File: src/rtl/wbdbgbus_pkg.sv
// rtl/wbdbgbus_pkg.sv - shared constants and types for the debug-bus command path
package wbdbgbus_pkg;

    localparam int CMD_W       = 36;
    localparam int OPCODE_W    = 4;
    localparam int FRAME_BYTES = 5;

    localparam logic [3:0] SYNC_NIBBLE_DEF = 4'hA;

    typedef enum logic {
        IDLE = 1'b0,
        DATA = 1'b1
    } deframe_state_t;

endpackage

File: src/rtl/wbdbgbus_cmd_deframer.sv
// rtl/wbdbgbus_cmd_deframer.sv - assembles 5-byte UART frames into 36-bit debug-bus commands
module wbdbgbus_cmd_deframer
    import wbdbgbus_pkg::*;
#(
    parameter int         TIMEOUT_CLKS = 26042,
    parameter logic [3:0] SYNC_NIBBLE  = SYNC_NIBBLE_DEF
) (
    input  logic              i_clk,
    input  logic              i_rst_n,
    input  logic [7:0]        i_rx_data,
    input  logic              i_rx_valid,
    output logic [CMD_W-1:0]  o_cmd,
    output logic              o_cmd_valid,
    input  logic              i_cmd_ready,
    output logic              o_frame_err,
    output logic [7:0]        o_drop_count
);

    localparam int            TW   = $clog2(TIMEOUT_CLKS + 1);
    localparam logic [TW-1:0] TMAX = TW'(TIMEOUT_CLKS);
    localparam logic [2:0]    LAST_IDX = 3'(FRAME_BYTES - 1);

    deframe_state_t        state_q, state_d;
    logic [2:0]            idx_q, idx_d;
    logic [TW-1:0]         timer_q, timer_d;
    logic [OPCODE_W-1:0]   opcode_q, opcode_d;
    logic [31:0]           payload_q, payload_d;
    logic [CMD_W-1:0]      cmd_q, cmd_d;
    logic                  cmd_valid_q, cmd_valid_d;
    logic                  frame_err_q, frame_err_d;
    logic [7:0]            drop_q, drop_d;

    logic                  timeout;
    logic                  byte_is_start;
    logic                  issue;
    logic [CMD_W-1:0]      frame;

    // Frame FSM: sync check, byte index, payload shift and inter-byte timeout
    always_comb begin
        state_d     = state_q;
        idx_d       = idx_q;
        timer_d     = timer_q;
        opcode_d    = opcode_q;
        payload_d   = payload_q;
        frame_err_d = 1'b0;
        issue       = 1'b0;
        frame       = {opcode_q, payload_q[23:0], i_rx_data};

        timeout       = (state_q == DATA) && (timer_q == TMAX);
        // a byte landing in the timeout cycle starts over as if we were idle
        byte_is_start = (state_q == IDLE) || timeout;

        if (timeout) begin
            frame_err_d = 1'b1;
            state_d     = IDLE;
            idx_d       = 3'd0;
            timer_d     = '0;
        end

        if (i_rx_valid) begin
            if (byte_is_start) begin
                if (i_rx_data[7:4] == SYNC_NIBBLE) begin
                    opcode_d = i_rx_data[3:0];
                    idx_d    = 3'd1;
                    timer_d  = '0;
                    state_d  = DATA;
                end else begin
                    frame_err_d = 1'b1;
                end
            end else begin
                payload_d = {payload_q[23:0], i_rx_data};
                timer_d   = '0;
                if (idx_q == LAST_IDX) begin
                    issue   = 1'b1;
                    state_d = IDLE;
                    idx_d   = 3'd0;
                end else begin
                    idx_d = idx_q + 3'd1;
                end
            end
        end else if ((state_q == DATA) && !timeout) begin
            timer_d = timer_q + TW'(1);
        end
    end

    // One-deep output register with saturating count of frames lost to backpressure
    always_comb begin
        cmd_d       = cmd_q;
        cmd_valid_d = cmd_valid_q;
        drop_d      = drop_q;

        if (issue) begin
            if (!cmd_valid_q || i_cmd_ready) begin
                cmd_d       = frame;
                cmd_valid_d = 1'b1;
            end else if (drop_q != 8'hFF) begin
                drop_d = drop_q + 8'd1;
            end
        end else if (cmd_valid_q && i_cmd_ready) begin
            cmd_valid_d = 1'b0;
        end
    end

    // State registers
    always_ff @(posedge i_clk or negedge i_rst_n) begin
        if (!i_rst_n) begin
            state_q     <= IDLE;
            idx_q       <= 3'd0;
            timer_q     <= '0;
            opcode_q    <= '0;
            payload_q   <= '0;
            cmd_q       <= '0;
            cmd_valid_q <= 1'b0;
            frame_err_q <= 1'b0;
            drop_q      <= 8'd0;
        end else begin
            state_q     <= state_d;
            idx_q       <= idx_d;
            timer_q     <= timer_d;
            opcode_q    <= opcode_d;
            payload_q   <= payload_d;
            cmd_q       <= cmd_d;
            cmd_valid_q <= cmd_valid_d;
            frame_err_q <= frame_err_d;
            drop_q      <= drop_d;
        end
    end

    assign o_cmd        = cmd_q;
    assign o_cmd_valid  = cmd_valid_q;
    assign o_frame_err  = frame_err_q;
    assign o_drop_count = drop_q;

endmodule
File: config.mk
export PLATFORM = sky130hd
export DESIGN_NAME = wbdbgbus_cmd_deframer
export DESIGN_NICKNAME = d
export VERILOG_FILES = /design/src/rtl/wbdbgbus_pkg.sv /design/src/rtl/wbdbgbus_cmd_deframer.sv
export SDC_FILE = /design/constraint.sdc
export NUM_CORES = 1
export LEC_CHECK = 0
export CORE_MARGIN = 4
export CORE_UTILIZATION = 49
export DETAILED_ROUTE_END_ITERATION = 6
export MAX_ROUTING_LAYER = met4
export PLACE_DENSITY = 0.8
export REMOVE_ABC_BUFFERS = 1
export SETUP_SLACK_MARGIN = 0.4
export SLEW_MARGIN = 20
export SYNTH_ARGS = -nofsm -noshare
export SYNTH_HDL_FRONTEND = slang
export SYNTH_SLANG_ARGS = --single-unit
File: constraint.sdc
create_clock -name i_clk -period 2.07 [get_ports i_clk]
set_clock_uncertainty 0.05 [all_clocks]
set_input_delay 0.207 -clock i_clk [delete_from_list [all_inputs] [get_ports i_clk]]
set_output_delay 0.207 -clock i_clk [all_outputs]
set_load 0.1 [all_outputs]
# After elaboration in Yosys (flattened, before gate mapping)
# Cells that the tools add are included.
# classes
eq_ne,5
n_addsub,3
muxes,25
reduce_logical,13
n_bitwise,3
# ops
cell,count
$mux 15,5
$add 15x1->15 const B,1
$eq 15x15->1 const B,1
$mux 1,15
$mux 3,5
$add 8x1->8 const B,1
$ne 8x8->1 const B,1
$reduce_and 2->1,3
$reduce_and 3->1,2
$eq 4x4->1 const B,1
$add 3x1->3 const B,1
$eq 3x3->1 const B,1
$logic_and 1x1->1,3
$not 1->1,3
$logic_not 1->1,2
$logic_or 1x1->1,2
$ne 2x1->1 const B,1
$reduce_bool 2->1,1
# word_totals
reg_bits,93

# Longest topological paths before layout
# Gate-level depths: netlist (run 1).
# depth
word_depth,7
mapped_depth,8
ltp_nobuf,6

# Least setup slack after synthesis (run 1)
# No wires, ideal clock.
# synth_path
path_type,register to register
start,register drop_q[0] (netlist: o_drop_count[0])
end,register drop_q[1] (netlist: o_drop_count[1])
t_arrival_ns,2.110
path_slack_ns,-0.216
setup_ns,0.126
stages_incl_launch_ff,6
required_time_ns,1.894
path_cell_list,dfrtp_1 ha_1 nand3_1 o21ai_1 nor2_1 mux2_2
# synth_between
elab_chain_len,2
word_cells_on_any_way,3
cone_classes,add/sub: 1; eq/ne: 1; reduce/logical: 1
# synth_lines
item,line_no,rtl
from (decl),wbdbgbus_cmd_deframer.sv:31,"logic [7:0] drop_q, drop_d;"
from (signal assigned),wbdbgbus_cmd_deframer.sv:125,drop_q <= drop_d;
"parallel branches: the longest is 2 deep, another holds $add 8x1->8",--,
# Several ways; the timed one is not identified.
# A chain may end at the register's enable or synchronous reset.

# Worst setup path after layout (run 1)
# layout_path
start,register timer_q[0]
end,register cmd_q[12] (netlist: o_cmd[12])
# layout_between
elab_chain_len,6
# layout_lines
item,line_no,rtl
from (decl),wbdbgbus_cmd_deframer.sv:25,"logic [TW-1:0] timer_q, timer_d;"
from (signal assigned),wbdbgbus_cmd_deframer.sv:119,timer_q <= timer_d;
$eq 15x15->1,wbdbgbus_cmd_deframer.sv:49,timeout = (state_q == DATA) && (timer_q == TMAX);
$logic_and 1x1->1,wbdbgbus_cmd_deframer.sv:49,
$logic_or 1x1->1,wbdbgbus_cmd_deframer.sv:51,byte_is_start = (state_q == IDLE) || timeout;
$mux 1,wbdbgbus_cmd_deframer.sv:61,if (byte_is_start) begin
$mux 1,wbdbgbus_cmd_deframer.sv:60,if (i_rx_valid) begin
$reduce_and 2->1 (no line),--,
to (signal assigned),wbdbgbus_cmd_deframer.sv:122,cmd_q <= cmd_d;
to (decl),wbdbgbus_cmd_deframer.sv:28,"logic [CMD_W-1:0] cmd_q, cmd_d;"
# No other way between the ends.

==> results of run 1 <==
==> worst max path at each step <==
stage               start               to  slack [ns]  depth (start not counted)
2_1_floorplan  timer_q[0]  o_drop_count[1]       -0.98                          6
3_3_place_gp   timer_q[0]        o_cmd[16]       -0.07                          7
3_5_place_dp   timer_q[0]        o_cmd[11]       -0.16                          7
4_1_cts        timer_q[0]        o_cmd[11]       -0.06                          8
5_1_grt        timer_q[0]        o_cmd[12]       -0.18                          8
6_report       timer_q[0]        o_cmd[12]       -0.14                          8
==> cells in the mapped netlist (all sizes together) (3+ instances only) <==
library cell  number
dfrtp             93
nand2             90
mux2              41
o21ai             13
a31oi             11
nand3             10
inv                9
buf                8
nor4               8
a21oi              7
clkbuf             7
nand4              7
nor2               7
nor3               7
xor2               7
ha                 5
a31o               3
or3                3
==> placed cells by master, fill, tap and decap left out, types with 8 or more instances in the layout <==
master,count
nor4_1,8
nand2_1,90
mux2_4,41
clkdlybuf4s50_1,10
dfrtp_1,93
nand3_1,10
inv_1,8
clkbuf_8,10
buf_4,86
a31oi_1,11
==> layout make-up <==
class                   instances  area share [%]
flip-flops and latches         93            41.1
inverters                       9           0.596
clock buffers                  10            2.43
clock inverters                 5            1.46
well taps                     105            2.32
repair buffers                115            18.9
multi-input cells             246            33.3
==> registers in the layout, summed over array words and instances, names as in the netlist <==
| signal | cells |
|---|---|
| payload_q | 24 |
| o_frame_err | 1 |
| idx_q | 3 |
| timer_q | 15 |
| o_drop_count | 8 |
| state_q | 1 |
| o_cmd | 36 |
| opcode_q | 4 |
| o_cmd_valid | 1 |
==> critical path, stage by stage (launching register included) <==
cell and delay, ns:
dfrtp_1 0.42, inv_2 0.10, ha_4 0.14, nand4bb_4 0.13, o41a_1 0.50, nand4_4 0.18
buf_6 0.13, buf_12 0.13, mux2_4 0.31
==> power breakdown <==
group | switching [mW] | internal [mW] | leakage [nW]
clock network | 0.662 | 0.713 | 0.113
registers | 0.442 | 2.42 | 1.22
logic | 3.26 | 1.37 | 1.61
total | 4.36 | 4.50 | 2.94
==> cell families (layout without fill, tap and decap cells) <==
| family | after synthesis | in the layout |
|---|---|---|
| mux | 41 | 41 |
| compound gates | 48 | 48 |
| flops | 93 | 93 |
| xor+xnor | 7 | 7 |
| fa+ha+maj | 5 | 5 |
| buf+inv | 24 | 139 |
| simple gates | 145 | 145 |
==> metrics by stage <==
stage	area [um^2]	setup TNS, ns	util, %
after floorplan	4000	-45.99	-
after global placement	4900	-1.92	59.9
after detailed placement	4900	-5.31	59.9
after CTS	5500	-1.01	67.3
after global routing	5670	-7.51	69.3
final	5670	-4.50	69.3
==> per-layer routing <==
metal  part of all wire [%]  global-route usage (%)
met5                      0                       -
met1                     43                    27.6
met2                     50                    36.4
met3                    4.8                    4.49
met4                    2.2                    9.35
==> timing repair <==
item,4_1_cts,5_1_grt
pin swaps,2,7
setup endpoints to repair,93,93
setup buffers,13,3
gates cloned,4,2
gates resized for setup,36,35
hold buffers,1,0
hold endpoints to repair,36,0
==> impl_metrics.tcl, run 1 <==
set metrics [dict create \
    multi_input_area_um2 1890 \
    synth_area_um2 4090 \
    grt_pass1_vias 3441 \
    synth-compound-area-share_pct 8.14 \
    port_buffers 57 \
    initial_utilization_pct 50.0 \
    drt-initial-drc-count 205 \
    holdCritPathClass "in2async" \
    gp_congestion 0.931 \
    synth_flop_cell "dfrtp_1" \
    fin_nets 491 \
    ys_types 46 \
    reg2reg_from "timer_q[0]" \
    synthCells 363 \
    async_reset_ff_share_pct 100 \
    drc_errors 0 \
    coreArea_um2 8180 \
    wl_per_cell_um 18.8 \
    rsz0062_at_grt "yes" \
    criticalPathCategory "reg2reg" \
    whs_ns 0.305 \
    htreeDepth 3 \
    numCtsBuffers 9 \
    ant_nets 0 \
    fill_cells 560 \
    p_per_area_nw_per_um2 1560 \
    cts.sinks 93 \
    place_hpwl_um 6220 \
    dr.pass1.iters 4 \
    die_x_um 99.3 \
    synth-simple-area-share_pct 17.3 \
    cp_max_fo 8 \
    clk_latency_ns 0.36 \
    drv_cap 0 \
    clk_path_buf_depth 2 \
    p_total_mw 8.86 \
    yosysTopAreaCell "dfrtp_1" \
    syn_to_final_growth_pct 38.7 \
    grt_usage_pct 22.4 \
    r2r_end "o_cmd[12]" \
    ys_top_cells_by_area "dfrtp_1 57%, mux2_1 8.3%, nand2_1 8.3%, mux2_2 1.9%, a31oi_1 1.7%" \
    critPathRequiredTime_ns 2.26 \
    synth_edf_count 0 \
    r2r_slack_ns -0.14 \
    dpl_worst_slack_ns -0.163 \
    num_vias 3279 \
    synthXorXnorAreaFrac_pct 1.50 \
    regArea_um2 2330 \
    drt_wl_total_um 10900 \
    finalHoldViolations 0 \
    clkTransAtPathRegs_ns 0.10 \
    worst_pin_slew_ns 0.783 \
    overflow 0 \
    grt_antenna_before_repair 0 \
    fin_cells 583 \
    finalCritPeriodShare_pct 107 \
    startpoint_type "flop" \
    synth.area.mux_share_pct 11.7 \
    ctsRootBufferMaster "clkbuf_8" \
    die-height_um 99.3 \
    setup_ws_ns -0.142 \
    drv_slew 0 \
    status "finished with violations" \
    syn_area_per_cell_um2 11.3 \
    maxSlewHeadroom_pct 47.4 \
    ir_drop_mv 1.29 \
    drive_gt1_share_pct 37.9 \
    antenna_cells 0 \
    crit_path_end_kind "flop" \
    viasPerCell 5.62 \
    leakagePower_nw 2.94 \
    grt_max_degree 40 \
    violations "negative setup slack" \
    num_rows 33 \
    setup_viol 46 \
    rr_worst_depth 8 \
    cts_tree "built" \
    placed_cells 545 \
    cp_data_arrival_time_ns 2.40 \
    ys_ff_latch 93 \
    synth_top_area_share_pct 56.9 \
    fmax_ghz 0.452 \
    io_pins 58 \
    synth_top_family_by_area "simple AND/OR/NAND/NOR gates" \
    synthAdderAreaFrac_pct 1.53 \
    yosysSeqAreaShare_pct 56.9 \
    yosysWarningCount 0 \
    grt_pass1_wl_um 16900 \
    period_minus_slack_ns 2.21 \
    dieArea_um2 9870 \
]
Power figures use the tool's default switching activity.
==> run 2, diff against run 1 <==
--- a/config.mk
+++ b/config.mk
@@ -10,7 +10,6 @@
 export DETAILED_ROUTE_END_ITERATION = 6
 export MAX_ROUTING_LAYER = met4
 export PLACE_DENSITY = 0.8
-export REMOVE_ABC_BUFFERS = 1
 export SETUP_SLACK_MARGIN = 0.4
 export SLEW_MARGIN = 20
 export SYNTH_ARGS = -nofsm -noshare
==> constraint.sdc (replaced) <==
create_clock -name i_clk -period 2.03 [get_ports i_clk]
set_clock_uncertainty 0.05 [all_clocks]
set_input_delay 0.203 -clock i_clk [delete_from_list [all_inputs] [get_ports i_clk]]
set_output_delay 0.203 -clock i_clk [all_outputs]
set_load 0.1 [all_outputs]
==> run 2 against run 1 <==
  * The run now ends clean
  * Design area rose by 1.4%
  * Power up 0.91%
  * Combinational power up 1%
  * Cell count down 1.0%
  * Sequential power up 2%
  * Largest power group unchanged
==> impl_metrics.tcl, run 2 (synthesis results as in run 1) <==
set metrics [dict create \
    fin_nets 484 \
    cts.sinks 93 \
    period_minus_slack_ns 2.02 \
    startpoint "timer_q[0]" \
    rr_worst_depth 7 \
    final_util_pct 70.3 \
    critPathRequiredTime_ns 2.23 \
    viasPerCell 5.51 \
    grt_use_met1_pct 27.0 \
    busiest_layer "met2" \
    worst_pin_slew_ns 0.521 \
    setup_ws_ns 0.00938 \
    fmax_ghz 0.495 \
    ir_drop_mv 0.712 \
    syn_nets 380 \
    r2r_slack_ns 0.009 \
    setup_viol 0 \
    p_switching_mw 4.49 \
    dpl_worst_slack_ns 0.0328 \
    drive_gt1_share_pct 44.1 \
    initial_utilization_pct 50.0 \
    p_total_mw 8.94 \
    die-height_um 99.3 \
    swShare_pct 50.3 \
    cp_data_arrival_time_ns 2.22 \
    dr.pass1.iters 4 \
    numCtsBuffers 9 \
    wl_per_cell_um 17.5 \
    final_common_cell "dfrtp_1" \
    crit_path_end_kind "flop" \
    pwr-share-clk_pct 14.9 \
    cp_max_fo 13 \
    maxSlewHeadroom_pct 65.2 \
    startpoint_type "flop" \
    reg2reg_from "timer_q[0]" \
    seqPwrFrac_pct 32.7 \
    io_pins 58 \
    cts_tree "built" \
    layout_common_cells "83 x dfrtp_1, 82 x nand2_1, 82 x buf_4" \
    num_rows 33 \
    place_hpwl_um 6810 \
    finalHoldViolations 0 \
    power.internal_mw 4.45 \
    use_met2_pct 36.4 \
    use_met3_pct 3.58 \
    r2r_end "o_cmd[11]" \
    fill_cells 575 \
    antenna_cells 0 \
    dieArea_um2 9870 \
    drt-initial-drc-count 149 \
    grt_pass1_wl_um 16600 \
    grt_antenna_before_repair 0 \
    leakagePower_nw 2.93 \
    drv_cap 0 \
    regArea_um2 2340 \
    port_buffers 57 \
    num_vias 3181 \
    die_x_um 99.3 \
    holdCritPathClass "in2async" \
    p_per_area_nw_per_um2 1560 \
    ant_nets 0 \
    multi_input_area_um2 2060 \
    criticalPathCategory "reg2reg" \
    htreeDepth 3 \
    p_comb_share_pct 52.4 \
    ctsRootBufferMaster "clkbuf_8" \
    clkTransAtPathRegs_ns 0.10 \
    clk_path_buf_depth 2 \
    drt_wl_total_um 10100 \
    finalCritPeriodShare_pct 99.5 \
    largest_register_ffs 36 \
    rsz0062_at_grt "yes" \
    grt_usage_pct 21.7 \
    gp_congestion 0.906 \
    coreArea_um2 8180 \
    grt_pass1_vias 3302 \
    syn_to_final_growth_pct 40.6 \
    drv_slew 0 \
    drc_errors 0 \
    status "complete, no violations" \
    whs_ns 0.186 \
    grt_max_degree 56 \
    clk_latency_ns 0.37 \
    overflow 0 \
]
==> run 2: cell types whose count changed in the layout (fill, tap and decap cells not counted), sizes merged <==
cell and change:
bufinv -1, clkbuf -2, inv +3, clkinv -1
buf -6, clkinvlp +1
==> run 2: worst max-delay path by stage <==
| stage | endpoint | slack (ns) | cells after the start |
|---|---|---|---|
| global route | o_cmd[11] | -0.06 | 7 |
| floorplan | opcode_q[0] | -0.09 | 7 |
| global placement | timer_q[0] | 0.06 | 7 |
| detailed placement | o_cmd[0] | 0.03 | 7 |
| CTS | o_cmd[11] | 0.01 | 7 |
| finish | o_cmd[11] | 0.009 | 7 |
==> run 2: repair_timing <==
action | 4_1_cts | 5_1_grt
cloned | 0 | 0
buffers inserted | 5 | 4
hold endpoints to repair | 70 | 0
endpoints found under the setup margin | 93 | 93
pin swaps | 4 | 6
hold buffers | 1 | 0
gates resized for setup | 59 | 9
==> run 2: cell type report <==
type                       count  area share (%)
inverter                       9           0.588
clock inverter                 7            1.55
multi-input combinational    246            35.8
timing repair buffer         108            16.9
sequential                    93            40.8
clock buffer                   9            2.16
tap                          105            2.29
==> run 2: metrics by stage <==
step                      cells  TNS [ns]  area (um^2)
after floorplan             363     -2.69         4330
after global placement      551         0         5150
after detailed placement    551         0         5150
after CTS                   573         0         5670
after global routing        577     -1.15         5750
final                       577         0         5750
==> run 2: power groups by stage <==
stage	clock network, mW	registers (mW)	logic (mW)
after floorplan	0	5.16	1.03
after CTS	1.35	2.92	4.64
after global placement	0	2.89	4.25
final	1.33	2.93	4.68
after global routing	1.42	3.00	4.86
after detailed placement	0	2.94	4.33
==> run 2: critical path, cell delays in order (launching register included) <==
cell and delay (ns):
dfrtp_2 0.43, inv_2 0.08, ha_4 0.14, nand4bb_4 0.12, o41a_1 0.44, nand4_4 0.15, buf_12 0.18, mux2_4 0.31
==> run 2: layer usage <==
| layer | share of wire, % | routed length [um] | vias to the layer above |
|---|---|---|---|
| li1 | - | - | 1492 |
| met1 | 43 | 4380 | 1591 |
| met2 | 50 | 5080 | 82 |
| met3 | 4.6 | 463 | 16 |
| met4 | 1.8 | 184 | 0 |
| met5 | 0 | 0 | - |
==> run 3, diff against run 2 <==
--- a/config.mk
+++ b/config.mk
@@ -10,6 +10,7 @@
 export DETAILED_ROUTE_END_ITERATION = 6
 export MAX_ROUTING_LAYER = met4
 export PLACE_DENSITY = 0.8
+export REMOVE_ABC_BUFFERS = 1
 export SETUP_SLACK_MARGIN = 0.4
 export SLEW_MARGIN = 20
 export SYNTH_ARGS = -nofsm -noshare
==> run 3 against run 2 <==
  * The run now ends with negative setup slack left
  * Flip-flop and latch count did not move
  * Critical path depth is 2 lower
  * Non-clock buffer count decreased by 1
  * Critical path type unchanged
  * Power is 0.58% higher
  * Clock-buffer cell count increased by 1
  * Worst setup slack worse by 0.011 ns
  * Combinational power about the same
  * Register-to-register slack about the same
  * Utilization decreased by 1.3 points
  * Largest power group unchanged
  * First-iteration DRC count down 26%
==> impl_metrics.tcl, run 3 (synthesis results as in run 1) <==
set metrics [dict create \
    violations "negative setup slack" \
    p_switching_mw 4.43 \
    dpl_worst_slack_ns -0.0707 \
    numCtsBuffers 9 \
    holdCritPathClass "in2async" \
    overflow 0 \
    drt-initial-drc-count 111 \
    critPathMaxStageDelay_ns 0.51 \
    num_rows 33 \
    startpoint_type "flop" \
    placed_cells 551 \
    fill_cells 547 \
    swShare_pct 49.3 \
    largest_register_ffs 36 \
    drt_wl_total_um 9910 \
    place_hpwl_um 6260 \
    rsz0062_at_grt "yes" \
    seqPwrFrac_pct 32.2 \
    grt_antenna_before_repair 0 \
    port_buffers 57 \
    critPathRequiredTime_ns 2.22 \
    ant_nets 0 \
    path_cells "nand4bb_4, o41a_1, nand4_4, buf_12, mux2_1" \
    cpMaxStageDelayCell "o41a_1" \
    drv_slew 0 \
    crit_path_end_kind "flop" \
    final_util_pct 69.0 \
    dieArea_um2 9870 \
    worst_pin_slew_ns 0.669 \
    leakagePower_nw 2.87 \
    finalCritPeriodShare_pct 100 \
    ir_drop_mv 1.18 \
    p_total_mw 8.99 \
    layout_common_cells "93 x dfrtp_1, 83 x nand2_1, 83 x buf_4" \
    setup_tns_ns -0.00170 \
    dr.pass1.iters 5 \
    io_pins 58 \
    drive_gt1_share_pct 39.9 \
    fin_cells 576 \
    clk_latency_ns 0.36 \
    ctsRootBufferMaster "clkbuf_8" \
    die_x_um 99.3 \
    antenna_cells 0 \
    drc_errors 0 \
    setup_viol 1 \
    drv_cap 0 \
    syn_to_final_growth_pct 38.0 \
    power.internal_mw 4.56 \
    grt_max_degree 40 \
    coreArea_um2 8180 \
    period_minus_slack_ns 2.03 \
    initial_utilization_pct 50.0 \
    cts_tree "built" \
    cp_data_arrival_time_ns 2.22 \
    cp_max_fo 14 \
    viasPerCell 5.52 \
    num_vias 3182 \
    clkTransAtPathRegs_ns 0.10 \
    final_common_cell "dfrtp_1" \
    pwr-share-clk_pct 15.9 \
    maxSlewHeadroom_pct 55.1 \
    setup_ws_ns -0.00170 \
    status "finished with violations" \
    htreeDepth 3 \
    p_per_area_nw_per_um2 1590 \
    fmax_ghz 0.492 \
    cts.sinks 93 \
    criticalPathCategory "reg2reg" \
    finalHoldViolations 0 \
    fin_nets 483 \
    p_comb_share_pct 51.9 \
    wl_per_cell_um 17.2 \
    grt_pass1_wl_um 15700 \
    clk_path_buf_depth 2 \
    die-height_um 99.3 \
    grt_pass1_vias 3213 \
    grt_usage_pct 20.8 \
    gp_congestion 0.906 \
]
## run 3: critical path, delay by kind of cell (launching register included)
family | cells | cell delay, ns
buf+inv | 1 | 0.18
mux | 1 | 0.34
simple gates | 2 | 0.43
flops | 1 | 0.39
compound gates | 1 | 0.51
## run 3: power groups by stage
stage | logic (mW) | clock network (mW) | registers (mW)
after floorplan | 0.780 | 0 | 5.15
after global placement | 4.12 | 0 | 2.85
after detailed placement | 4.20 | 0 | 2.88
after CTS | 4.39 | 1.45 | 2.86
after global routing | 4.85 | 1.53 | 2.98
final | 4.66 | 1.43 | 2.90
## run 3: final timing paths
| kind | startpoint | cells after the start | slack (ns) | endpoint |
|---|---|---|---|---|
| setup / recovery | timer_q[12] | 5 | -0.002 | o_cmd[4] |
| hold / removal | i_rst_n | 2 | 0.20 | timer_q[7] |
| setup reg to reg | timer_q[12] | 5 | -0.002 | o_cmd[4] |
| hold reg to reg | payload_q[22] | 2 | 0.43 | payload_q[22] |
| max in group asynchronous | i_rst_n | 3 | 0.95 | payload_q[13] |
| min in group i_clk | i_rx_data[4] | 3 | 0.38 | payload_q[4] |
## run 3: per-layer routing
layer  share of wire [%]  global-route usage (%)  up-vias  wire, um
met5                   0                       -        -         0
met4                 1.7                    7.88        0       170
met3                 3.9                    4.91       16       382
met2                  51                    33.1       84      5040
met1                  44                    25.9     1593      4310
li1                    -                       -     1489         -
## run 3: repair_timing
action | 4_1_cts | 5_1_grt
pin swaps | 6 | 19
gates cloned | 2 | 0
setup endpoints to repair | 93 | 93
setup buffers | 4 | 2
resized for setup | 28 | 55
endpoints found under the hold margin | 32 | 0
hold buffers | 1 | 0
## run 3: stage by stage
step	area, um^2	hold slack [ns]
after floorplan	4000	-0.143
after global placement	4970	0.0537
after detailed placement	4970	0.0564
after CTS	5400	0.198
after global routing	5640	0.215
final	5640	0.205
## run 3: area by class of cell
| type | count | area [um^2] | share of cell area (%) |
|---|---|---|---|
| multi-input cells | 246 | 1950 | 34.6 |
| flip-flops and latches | 93 | 2330 | 41.3 |
| well taps | 105 | 131 | 2.33 |
| clock inverters | 6 | 93.8 | 1.66 |
| clock buffers | 10 | 138 | 2.44 |
| repair buffers | 107 | 966 | 17.1 |
| inverters | 9 | 33.8 | 0.599 |
